## config.mk

```make
export PLATFORM = sky130hd
export DESIGN_NAME = ysyx_24080006_ibuf
export DESIGN_NICKNAME = d
export VERILOG_FILES = /design/src/rtl/ysyx_24080006_pkg.sv /design/src/rtl/ysyx_24080006_ibuf_ram.sv /design/src/rtl/ysyx_24080006_ibuf.sv
export SDC_FILE = /design/constraint.sdc
export NUM_CORES = 1
export LEC_CHECK = 0
export CAP_MARGIN = 20
export CORE_ASPECT_RATIO = 1.5
export CORE_MARGIN = 2
export CORE_UTILIZATION = 30
export DETAILED_ROUTE_END_ITERATION = 12
export MAX_ROUTING_LAYER = met4
export SETUP_SLACK_MARGIN = 0.02
export SYNTH_ARGS = -nofsm -noshare
export SYNTH_HDL_FRONTEND = slang
export SYNTH_SLANG_ARGS = --single-unit
```

## constraint.sdc

```tcl
create_clock -name clock -period 9.25 [get_ports clock]
set_clock_uncertainty 0.05 [all_clocks]
set_input_delay 1.85 -clock clock [delete_from_list [all_inputs] [get_ports clock]]
set_output_delay 1.85 -clock clock [all_outputs]
set_load 0.005 [all_outputs]
```

## src/rtl/ysyx_24080006_pkg.sv

```systemverilog
// Shared types and constants for the ysyx_24080006 core.
// Contents:
//   IbufDepth    - default instruction buffer depth
//   NopInst      - instruction shown in place of a faulted fetch (addi x0,x0,0)
//   ibuf_entry_t - one buffered fetch beat {pc, inst, err}
package ysyx_24080006_pkg;

  localparam int unsigned IbufDepth = 4;
  localparam logic [31:0] NopInst   = 32'h0000_0013;

  typedef struct packed {
    logic [31:0] pc;
    logic [31:0] inst;
    logic        err;
  } ibuf_entry_t;

endpackage

```

## src/rtl/ysyx_24080006_ibuf_ram.sv

```systemverilog
// Register-array storage for the instruction buffer. No reset on the array.
// Ports:
//   clk_i   - clock
//   we_i    - write enable
//   waddr_i - write index
//   wdata_i - write data
//   raddr_i - asynchronous read index
//   rdata_o - asynchronous read data
module ysyx_24080006_ibuf_ram #(
  parameter int unsigned Depth = 4,
  parameter int unsigned Width = 65,
  localparam int unsigned AddrW = $clog2(Depth)
) (
  input  logic             clk_i,
  input  logic             we_i,
  input  logic [AddrW-1:0] waddr_i,
  input  logic [Width-1:0] wdata_i,
  input  logic [AddrW-1:0] raddr_i,
  output logic [Width-1:0] rdata_o
);

  logic [Width-1:0] mem_q [Depth];

  always_ff @(posedge clk_i) begin
    if (we_i) begin
      mem_q[waddr_i] <= wdata_i;
    end
  end

  assign rdata_o = mem_q[raddr_i];

endmodule

```

## src/rtl/ysyx_24080006_ibuf.sv

```systemverilog
// Instruction buffer between IFU and ID: a circular FIFO of fetch beats with
// valid/ready handshakes on both sides and a flush for pipeline redirects.
// Build option: YSYX_24080006_IBUF_BYPASS_EN - when defined, a beat arriving
// at an empty buffer is presented on out_* in the same cycle.
// Ports:
//   clock, reset_n           - clock, asynchronous active-low reset
//   flush_i                  - drop all buffered entries (and any push this cycle)
//   in_valid_i / in_ready_o  - IFU handshake; in_pc_i, in_inst_i, in_err_i beat data
//   out_valid_o / out_ready_i - ID handshake; out_pc_o, out_inst_o, out_err_o head data
//   count_o                  - number of occupied entries
module ysyx_24080006_ibuf
  import ysyx_24080006_pkg::*;
#(
  parameter int unsigned Depth = IbufDepth,
  localparam int unsigned PtrW = $clog2(Depth) + 1
) (
  input  logic            clock,
  input  logic            reset_n,
  input  logic            flush_i,
  input  logic            in_valid_i,
  output logic            in_ready_o,
  input  logic [31:0]     in_pc_i,
  input  logic [31:0]     in_inst_i,
  input  logic            in_err_i,
  output logic            out_valid_o,
  input  logic            out_ready_i,
  output logic [31:0]     out_pc_o,
  output logic [31:0]     out_inst_o,
  output logic            out_err_o,
  output logic [PtrW-1:0] count_o
);

  localparam int unsigned IdxW = $clog2(Depth);

  logic [PtrW-1:0] wr_ptr_q, wr_ptr_d;
  logic [PtrW-1:0] rd_ptr_q, rd_ptr_d;
  logic            empty, full;
  logic            push, pop, ram_we;
  logic            bypass, bypass_take;
  ibuf_entry_t     in_entry, rd_entry, head;

  assign empty = (wr_ptr_q == rd_ptr_q);
  assign full  = (wr_ptr_q[IdxW-1:0] == rd_ptr_q[IdxW-1:0]) &&
                 (wr_ptr_q[PtrW-1] != rd_ptr_q[PtrW-1]);

  // Registered state only, so there is no combinational IFU->ID path.
  assign in_ready_o = !full;
  assign push       = in_valid_i & in_ready_o;

`ifdef YSYX_24080006_IBUF_BYPASS_EN
  assign bypass = empty & in_valid_i & !flush_i;
`else
  assign bypass = 1'b0;
`endif
  // A bypassed beat consumed this cycle never lands in storage.
  assign bypass_take = bypass & out_ready_i;

  assign pop    = !empty & out_ready_i;
  assign ram_we = push & !flush_i & !bypass_take;

  always_comb begin
    wr_ptr_d = wr_ptr_q;
    rd_ptr_d = rd_ptr_q;
    if (flush_i) begin
      rd_ptr_d = wr_ptr_q;
    end else begin
      if (ram_we) wr_ptr_d = wr_ptr_q + PtrW'(1);
      if (pop)    rd_ptr_d = rd_ptr_q + PtrW'(1);
    end
  end

  always_ff @(posedge clock or negedge reset_n) begin
    if (!reset_n) begin
      wr_ptr_q <= '0;
      rd_ptr_q <= '0;
    end else begin
      wr_ptr_q <= wr_ptr_d;
      rd_ptr_q <= rd_ptr_d;
    end
  end

  assign in_entry = '{pc: in_pc_i, inst: in_inst_i, err: in_err_i};

  ysyx_24080006_ibuf_ram #(
    .Depth (Depth),
    .Width ($bits(ibuf_entry_t))
  ) u_ram (
    .clk_i   (clock),
    .we_i    (ram_we),
    .waddr_i (wr_ptr_q[IdxW-1:0]),
    .wdata_i (in_entry),
    .raddr_i (rd_ptr_q[IdxW-1:0]),
    .rdata_o (rd_entry)
  );

  assign head        = bypass ? in_entry : rd_entry;
  assign out_valid_o = !empty | bypass;
  assign count_o     = wr_ptr_q - rd_ptr_q;

  // Zero data when idle; a faulted fetch shows a NOP but keeps its pc for mepc.
  always_comb begin
    out_pc_o   = '0;
    out_inst_o = '0;
    out_err_o  = 1'b0;
    if (out_valid_o) begin
      out_pc_o   = head.pc;
      out_inst_o = head.err ? NopInst : head.inst;
      out_err_o  = head.err;
    end
  end

endmodule

```

==> metrics.md, run 1 <==
| Metric | Value |
|---|---|
| Status | finished, final reports clean |
| Via count | 5001 |
| Core area | 0.0342 sq mm |
| Final worst-path cycle share | 65.3% |
| Cells after Synth | ~470 |
| Most common cell in the netlist | edfxtp_1 |
| Number of global-route vias before repair | between 5000 and 6000 |
| CTS H-tree lvls | 1 |
| Final hold viol count | 0 |
| Worst Setup Slack, final | 3210 ps |
| Synth warn | 0 |
| Setup Crit Path Kind | register to output port |
| Top post-synthesis cells by area | edfxtp_1 (75%), mux4_2 (14%), nor2b_1 (3.2%) |
| Drt drc | 0 |
| Root buf cell | clkbuf_16 |
| Final TNS setup | 0 ps |
| Worst-path clk slew | approximately 60 ps |
| Ys flop type | edfxtp_1 |
| Area leader, netlist | edfxtp_1 |
| # diodes | 0 |
| Total track usage | 12.2% |
| Arrival time at the worst endpoint | approximately 4100 ps |
| Die extent in x | 156 microns |
| Design Area, Final | between 0.01 and 0.015 sq mm |
| Post CTS Setup Buffer Count | 0 |
| Clock tree sinks | 266 |
| P per Cell Area | roughly 330 mW/mm^2 |
| CTS Hold Bufs | 0 |
| FP Rows | between 80 and 90 |
| Share of post-route cells with drive strength above 1 | 20.5% |
| Synth Cell Area | 0.0104 sq mm |
| Area share of the leading cell type in the synthesized netlist | 75.0% |
| First-pass DRT Iterations | 4 |
| Area grow syn2layout | 27.8% |
| CTS Buffer Depth | 3 |
| Final nets | 703 |
| Filler instances | ~3000 |
| Final Setup Violations | 0 |
| RSZ-0062 raised after global routing | no |
| Initial DRC Count | 281 |
| CTS tree | done |
| Fin Hold WS | 507 ps |
| Starting Density | 30.5% |
| WL/cell | 19.9 microns |
| Total Die Area | between 0.03 and 0.04 sq mm |
| Worst path required time | approximately 7400 ps |
| Hold Path Class | register to register |
| Worst vdd ir | 166 uV |
| Fmax | 165 MHz |
| IO Count | 140 |
| Vert. Die Dim | 232 microns |
| DP Area | 0.0123 sq mm |
| Critical-path top delay cell | buf_4 |
| Drt total wl | 21.3 mm |
| Vias per cell | 4.67 |
| Post-route ant nets | 0 |
| Most common library cells after synthesis | edfxtp_1 (260), mux4_2 (65), nor2b_1 (54) |
| Leak | about 4.3 nW |
| CP Cell Sequence | buf_4, mux4_2, a21o_2, nor2b_1, clkdlybuf4s50_1 |
| Clock Latency Late Sink | 530 ps |
| Initial antenna violation count | 0 |
| Max Cap Viol | 0 |
| I/O Buffers | 139 |
| Post_cts resized | 0 |
| TritonCTS buffer count | 27 |
| Worst slew pin tran | 1060 ps |
| Fin crit period | 6040 ps |
| Fin. max-slew vios | 0 |
| Seq/Total Area, Yosys | 76.5% |
| First-pass GRT wire length | 32.2 mm |
| Power Total | roughly 4.4 mW |
| Relative slew slack | 29.0% |
| Mapped Nets | 552 |
| Worst path max stage delay | 810 ps |
| Util after Layout | 38.9% |
| Cell variety after synth | 34 |
| Crit. End Element | output port |
| Worst-path fanout max | 43 |
| Pin count of the biggest net entering global routing | 67 |
| Detailed placement HPWL | 12.3 mm |
| Post-synth EDFFs | 260 |
| Crit path launch type | register |
| Placed insts | 1018 |
| Mean Syn Cell Area | 22.0 sq um |
| Worst slack, placed | 3610 ps |
| GRT Residual Overflow | 0 |
| GP Congestion | 0.752 |
| Ys async rst share | 2.26% |
| Non-filler cells, final | between 1000 and 1500 |
| #FFs+latches synth | 266 |
==> layer usage <==
metal,vias to the layer above,GRT usage (%),part of all wire (%)
met1,2608,13.0,38
li1,2208,-,-
met5,-,-,0
met4,0,4.07,2.5
met2,149,22.6,55
met3,36,2.22,5.0
==> critical path: cells and delay by family (launching register included) <==
family          cells  cell delay, ps
buf+inv             2            1350
mux                 1             660
simple gates        1             250
compound gates      1             540
flops               1             750
==> power by group <==
group	internal (mW)	total (mW)	switching, mW
clock network	0.730	1.17	0.438
registers	1.49	1.59	0.102
logic	0.917	1.60	0.684
total	3.14	4.36	1.22
==> sequential cells by signal, summed over array words and instances, names as in the netlist <==
name / count
wr_ptr_q: 3
u_ram.mem_q: 260
rd_ptr_q: 3
==> path summary, 6_finish.rpt <==
check / end / slack [ps] / startpoint / cells after the start
min in group asynchronous: wr_ptr_q[2] / 1520 / reset_n / 1
max in group asynchronous: rd_ptr_q[0] / 7370 / reset_n / 1
max: out_inst_o[12] / 3210 / rd_ptr_q[0] / 5
min: wr_ptr_q[2] / 510 / wr_ptr_q[2] / 1
max reg2reg: u_ram.mem_q[0][18] / 5920 / rd_ptr_q[1] / 6
min reg2reg: wr_ptr_q[2] / 510 / wr_ptr_q[2] / 1
==> kinds of logic after synthesis <==
group	Yosys count	synth area share (%)
AOI/OAI and AO/OA	10	0.698
xor gates and xnor gates	5	0.421
DFF	266	76.5
buffers and inverters	31	1.54
muxes	66	14.2
and+or+nand+nor	88	5.65
adders and majority gates	8	1.03
==> area by class of cell <==
class / count / area (sq um) / area share [%]
Timing Repair Buffer: 145 / 1500 / 11.3
Clock buffer: 31 / 691 / 5.19
Tap cell: 425 / 532 / 4.00
Sequential cell: 266 / 7970 / 59.9
Multi-Input combinational cell: 177 / 2320 / 17.4
Clock inverter: 18 / 272 / 2.04
Inverter: 8 / 30.0 / 0.226
==> placed cells by master (no fill, tap or decap), types with 3 or more instances in the layout <==
cell type,Yosys,final
nor2_1,9,8
clkinv_1,0,3
ha_1,7,7
clkinv_2,0,5
clkbuf_1,9,4
edfxtp_1,260,260
mux4_2,65,65
dfrtp_1,6,4
nor2b_4,10,10
nand3_1,5,5
bufinv_16,0,7
clkbuf_16,0,27
nor2b_1,54,54
nand2_1,4,4
clkdlybuf4s50_1,0,139
buf_16,0,3
xnor2_1,3,3
buf_4,3,3
inv_1,8,8
and2_4,0,3
No activity file was read; power rests on OpenSTA's default activity.
==> run 2: changes to the inputs <==
clock period = 5.2 ns   (was 9.25 ns; I/O delays follow)
==> run 2 against run 1 <==
- power increased by 73%
- sequential share of layout area increased by 0.58 points
- clock-buffer cell count fell by 1
- first-iteration DRC count is 3.2% lower
- die area unchanged
- clock power rose by 58%
- wire length is 1.9% higher
- critical path type unchanged
- register-to-register slack worse by 4000 ps
- core utilization decreased by 0.37 points
==> metrics.md, run 2 (synthesized netlist as in run 1, its figures left out) <==
| Metric | Value |
|---|---|
| Max reg flops | 260 (unchanged) |
| Post_cts resized | 0 (unchanged) |
| Final TNS setup | 0 ps (unchanged) |
| IO Count | 140 (unchanged) |
| Commonest non-fill, non-tap cell in the layout | edfxtp_1 |
| Vert. Die Dim | 232 microns (unchanged) |
| Commonest cells after routing, fill and taps aside | edfxtp_1 (260), clkdlybuf4s50_1 (139), mux4_2 (65) |
| Die extent in x | 156 microns (unchanged) |
| GRT busiest layer | met2 |
| CTS H-tree lvls | 1 (unchanged) |
| Area grow syn2layout | 26.6% |
| GRT Residual Overflow | 0 (unchanged) |
| Initial DRC Count | 272 (-3.2%) |
| Via count | 4991 (-0.20%) |
| Drt drc | 0 (unchanged) |
| Clock Latency Late Sink | 530 ps (about the same) |
| Worst Path Buf+Inv | 2 (unchanged) |
| Final worst-path cycle share | 91.3% |
| P per Cell Area | 572 mW/mm^2 (+74%) |
| FP Rows | 83 (unchanged) |
| Fin crit period | 4750 ps |
| Clock tree sinks | 266 (unchanged) |
| Crit path launch type | register |
| Area of the multi-input gates | 0.00232 sq mm (unchanged) |
| GP Congestion | 0.664 (-12%) |
| Biggest regs | u_ram.mem_q (260), rd_ptr_q (3), wr_ptr_q (3) |
| Routing usage on met2 | 22.0% (-0.64 points) |
| Share of post-route cells with drive strength above 1 | 19.8% (-0.65 points) |
| Final Setup Violations | 0 (unchanged) |
| WL/cell | 20.3 microns (+2.3%) |
| CTS Buffer Depth | 3 (unchanged) |
| Total track usage | 12.5% (+0.29 points) |
| Number of global-route vias before repair | 5662 (+2.6%) |
| Worst slew pin tran | 1050 ps (-13.7 ps) |
| Worst path max stage delay | 730 ps (-80 ps) |
| TritonCTS buffer count | 27 (unchanged) |
| Worst path required time | 4110 ps (-3240 ps) |
| Max Cap Viol | 0 (unchanged) |
| Placed insts | 1020 (+0.20%) |
| Relative slew slack | 29.9% (+0.92 points) |
| Starting Density | 30.5% (unchanged) |
| Crit. End Element | output port |
| Largest Register | u_ram.mem_q |
| Reg area | 0.00797 sq mm (unchanged) |
| Root buf cell | clkbuf_16 |
| Post-route ant nets | 0 (unchanged) |
| Post CTS Setup Buffer Count | 0 (unchanged) |
| Met1 GRT Util | 14.3% (+1.4 points) |
| Final nets | 705 (+0.28%) |
| Drt total wl | 21.7 mm (+1.9%) |
| Worst-path fanout max | 28 (-35%) |
| First-pass GRT wire length | 33.0 mm (+2.6%) |
| RSZ-0062 raised after global routing | no |
| Vias per cell | 4.68 (+0.17%) |
| Final hold viol count | 0 (unchanged) |
| Crit-path leading delay family | buffers and inverters |
| Fmax | between 200 and 250 MHz |
| Initial antenna violation count | 0 (unchanged) |
| Leak | 4.22 nW (-1.4%) |
| Hold Path Class | register to register |
| I/O Buffers | 139 (unchanged) |
| # diodes | 0 (unchanged) |
| Setup Crit Path Kind | register to output port |
| Total Die Area | 0.0362 sq mm (unchanged) |
| Non-filler cells, final | 1066 (-0.37%) |
| CP Cell Sequence | ha_1, and2_0, a21o_2, buf_4, nor2b_4, clkdlybuf4s50_1 |
| Detailed placement HPWL | 12.4 mm (+1.3%) |
| Design Area, Final | 0.0132 sq mm (-0.96%) |
| Fin. max-slew vios | 0 (unchanged) |
| CTS tree | done |
| GRT met3 Usage | 2.39% (+0.17 points) |
| Core area | 0.0342 sq mm (unchanged) |
| Pin count of the biggest net entering global routing | 68 (+1.5%) |
| Worst-path clk slew | 60 ps (about the same) |
| Arrival time at the worst endpoint | 3660 ps (-480 ps) |
| Critical-path top delay cell | a21o_2 |
| First-pass DRT Iterations | 4 (unchanged) |
| DP Area | 0.0123 sq mm (+0.12%) |
| Status | finished, final reports clean |
| Worst vdd ir | 344 uV (+110%) |
| CTS Hold Bufs | 0 (unchanged) |
| Filler instances | 3036 (+0.50%) |
[run 2: changes by cell type in the layout (fill, tap and decap cells not counted)]
cell,previous run,this run
buf_12,0,1
buf_16,3,2
buf_4,3,5
bufinv_16,7,3
clkbuf_1,4,3
clkinv_1,3,5
clkinv_2,5,3
clkinv_4,2,0
inv_6,0,1
[run 2: cell type report]
class	count	area share, %
Clock buffer	30	5.21
Sequential cell	266	60.5
Tap cell	425	4.04
Clock inverter	13	1.06
Inverter	8	0.228
Timing Repair Buffer	147	11.4
Multi-Input combinational cell	177	17.6
[run 2: per-stage QoR]
step	total power, mW	hold slack [ps]	worst slack [ps]	util (%)
final	7.54	531	452	38.6
after CTS	7.69	524	331	38.3
after floorplan	4.37	465	540	-
after detailed placement	5.80	517	921	35.9
after global routing	7.96	547	237	38.6
after global placement	5.74	483	1030	35.9
[run 2: worst paths after layout]
path | cells past startpoint | from | slack [ps] | to
setup / recovery | 6 | rd_ptr_q[0] | 450 | out_inst_o[19]
hold / removal | 1 | wr_ptr_q[2] | 530 | wr_ptr_q[2]
setup reg to reg | 5 | rd_ptr_q[0] | 1950 | u_ram.mem_q[2][62]
hold reg to reg | 1 | wr_ptr_q[2] | 530 | wr_ptr_q[2]
max in group asynchronous | 1 | reset_n | 4100 | rd_ptr_q[1]
min in group asynchronous | 1 | reset_n | 720 | rd_ptr_q[0]
[run 2: where the power goes]
| group | switching, mW | total (mW) | internal, mW |
|---|---|---|---|
| clock network | 0.765 | 1.85 | 1.09 |
| registers | 0.132 | 2.78 | 2.65 |
| logic | 1.26 | 2.90 | 1.64 |
| total | 2.15 | 7.54 | 5.38 |
[run 2: per-layer routing]
metal / up-vias / wire length, microns
met5: - / 0
met4: 0 / 500
met3: 40 / 1050
met2: 139 / 11300
met1: 2607 / 8790
li1: 2205 / -
==> run 3: changes to the inputs <==
ABC_AREA = 1   (was not set)
==> run 3 against run 2 <==
- register-to-register slack is essentially flat
- sequential power about the same
- sequential share of layout area down 0.36 points
- worst setup slack better by 420 ps
- synthesized cell count rose by 78%
- fmax increased by 9.7%
- critical endpoint is now out_inst_o[30]
- die area up 1.4%
- critical path depth is 1 lower
==> metrics.md, run 3 <==
| Metric | Value |
|---|---|
| Critical-path top delay cell | dfrtp_4 |
| Final nets | 1052 (+49%) |
| #FFs+latches synth | 266 (unchanged) |
| Max reg flops | 260 (unchanged) |
| Setup Crit Path Kind | register to output port |
| TritonCTS buffer count | 26 (-3.7%) |
| Post-synth EDFFs | 260 (unchanged) |
| Vias per cell | 4.55 (-2.9%) |
| Fin Hold WS | 485 ps (-46.5 ps) |
| Crit-path leading delay family | buffers and inverters |
| CTS Buffer Depth | 3 (unchanged) |
| Most common library cells after synthesis | edfxtp_1 (260), nor2_1 (251), o21ai_0 (116) |
| Detailed placement HPWL | 14.8 mm (+19%) |
| Seq/Total Area, Yosys | 75.4% (-1.1 points) |
| CTS H-tree lvls | 1 (unchanged) |
| Worst-path clk slew | 60 ps (about the same) |
| Total Die Area | 0.0367 sq mm (+1.4%) |
| First-pass DRT Iterations | 4 (unchanged) |
| GRT Residual Overflow | 0 (unchanged) |
| Area leader, netlist | edfxtp_1 |
| Worst slew pin tran | 904 ps (-146 ps) |
| Routing usage on met2 | 24.6% (+2.6 points) |
| Share of post-route cells with drive strength above 1 | 6.94% (-13 points) |
| GRT busiest layer | met2 |
| Worst path required time | 4110 ps (about the same) |
| Initial DRC Count | 397 (+46%) |
| Biggest regs | u_ram.mem_q (260), rd_ptr_q (3), wr_ptr_q (3) |
| Cell variety after synth | 22 (-35%) |
| Commonest non-fill, non-tap cell in the layout | edfxtp_1 |
| Mean Syn Cell Area | 12.5 sq um (-43%) |
| Vert. Die Dim | 234 microns (+0.72%) |
| R2R Path Start | rd_ptr_q[0] |
| Die extent in x | 157 microns (+0.72%) |
| Via count | 6669 (+34%) |
| Most common cell in the netlist | edfxtp_1 |
| Area share of the leading cell type in the synthesized netlist | 73.9% (-1.1 points) |
| Placed insts | 1419 (+39%) |
| CTS Hold Bufs | 0 (unchanged) |
| Cells after Synth | 842 (+78%) |
| # diodes | 0 (unchanged) |
| Met1 GRT Util | 16.7% (+2.3 points) |
| Mapped Nets | 920 (+67%) |
| Leak | 4.42 nW (+4.5%) |
| Fmax | 231 MHz (+9.7%) |
| Clock tree sinks | 266 (unchanged) |
| Power Total | 7.59 mW (+0.72%) |
| Final worst-path cycle share | 83.2% (-8.1 points) |
| Fin crit period | 4330 ps (-419 ps) |
| Post-route ant nets | 0 (unchanged) |
| Fin. max-slew vios | 0 (unchanged) |
| GRT met3 Usage | 1.76% (-0.63 points) |
| Core area | 0.0349 sq mm (+2.1%) |
| Largest Register | u_ram.mem_q |
| CTS tree | done |
| Final Setup Violations | 0 (unchanged) |
| First-pass GRT wire length | 38.1 mm (+15%) |
| Worst hold start | wr_ptr_q[2] |
| Initial antenna violation count | 0 (unchanged) |
| Drt total wl | 25.4 mm (+17%) |
| WL/cell | 17.3 microns (-15%) |
| Util after Layout | 38.0% (-0.59 points) |
| Synth Cell Area | 0.0106 sq mm (+1.5%) |
| Worst path max stage delay | 770 ps (+40 ps) |
| Relative slew slack | 39.7% (+9.8 points) |
| P per Cell Area | 573 mW/mm^2 (+0.15%) |
| Drt drc | 0 (unchanged) |
| FP Rows | 84 (+1.2%) |
| RSZ-0062 raised after global routing | no |
| Worst vdd ir | 272 uV (-21%) |
| GP Congestion | 0.739 (+11%) |
| Synth warn | 0 (unchanged) |
| Clock Latency Late Sink | 530 ps (about the same) |
| Starting Density | 30.3% (-0.19 points) |
| CP Launch Point | rd_ptr_q[0] |
| Max Cap Viol | 0 (unchanged) |
| Worst-path fanout max | 112 (+300%) |
| Crit. End Element | output port |
| Ys async rst share | 2.26% (unchanged) |
| Final TNS setup | 0 ps (unchanged) |
| Non-filler cells, final | 1467 (+38%) |
| Area grow syn2layout | 25.5% |
| Status | finished, final reports clean |
| Worst Path Buf+Inv | 3 (+1) |
| Hold Path Class | register to register |
| Commonest cells after routing, fill and taps aside | edfxtp_1 (260), nor2_1 (248), clkdlybuf4s50_1 (139) |
| Total track usage | 14.1% (+1.7 points) |
| Ys flop type | edfxtp_1 |
| Post_cts resized | 0 (unchanged) |
| Top post-synthesis cells by area | edfxtp_1 (74%), nor2_1 (8.9%), o21ai_0 (5.5%) |
| I/O Buffers | 139 (unchanged) |
| Crit path launch type | register |
| Arrival time at the worst endpoint | 3240 ps (-420 ps) |
| Root buf cell | clkbuf_16 |
| Post CTS Setup Buffer Count | 0 (unchanged) |
| Number of global-route vias before repair | 6673 (+18%) |
| CP Cell Sequence | clkinv_2, buf_12, o21ai_0, a21oi_1, clkdlybuf4s50_1 |
| Pin count of the biggest net entering global routing | 113 (+66%) |
| Final hold viol count | 0 (unchanged) |
| IO Count | 140 (unchanged) |
run 3: cell count changes in the layout (fill, tap and decap cells not counted), moves of 9 or more:
cell      change
a21oi_1      +49
a21oi_2      +10
clkbuf_1      +9
mux4_2       -65
nand2_1      +40
nand3_1      +11
nor2_1      +240
nor2b_1      -54
nor2b_4      -10
o21ai_0     +116
o21ai_1       +9
run 3: layout make-up:
cell class,instances,area [sq um]
multi-input cells,510,2320
flip-flops and latches,266,7960
fillers,3391,21600
clock inverters,8,48.8
clock buffers,40,734
well taps,473,592
repair buffers,153,1520
inverters,17,66.3
run 3: power breakdown:
| part | total [mW] | internal [mW] | switching [mW] | leakage, nW |
|---|---|---|---|---|
| clock network | 1.73 | 0.975 | 0.752 | 0.380 |
| logic | 3.11 | 1.39 | 1.71 | 1.60 |
| registers | 2.76 | 2.62 | 0.135 | 2.43 |
| total | 7.59 | 4.99 | 2.60 | 4.42 |
run 3: through the flow:
stage	setup WS [ps]	area, sq um
after global placement	1310	12500
after global routing	613	13200
final	871	13200
after floorplan	455	10600
after CTS	744	13200
after detailed placement	1330	12500
run 3: cell families (layout without fill, tap and decap cells):
logic type      Yosys count  in the layout  share of synthesized area, %
simple gates            315            315                          11.5
xor+xnor                  1              1                        0.0830
fa+ha+maj                 8              8                          1.02
flops                   266            266                          75.4
compound gates          186            186                          9.17
buf+inv                  66            218                          2.84
run 3: worst register-to-register path, cell delays in order, from the launching register on:
cell and delay [ps]:
dfrtp_4 770, ha_1 340, nand2_1 80, inv_1 50, nand2_1 190, nand3_1 340
nor2_4 490, buf_4 550
run 3: final timing paths:
kind | slack [ps] | to | cells past startpoint
worst max-delay path | 870 | out_inst_o[30] | 5
min in group asynchronous | 710 | wr_ptr_q[0] | 1
max in group asynchronous | 4120 | rd_ptr_q[0] | 1
worst min register to register | 480 | wr_ptr_q[2] | 2
worst min-delay path | 480 | wr_ptr_q[2] | 2
worst max register to register | 1960 | u_ram.mem_q[1][61] | 7
run 3: metal layers:
layer	vias to the layer above	wire, microns
met1	3257	10400
met3	41	984
met5	-	0
met4	0	714
li1	3226	-
met2	145	13400
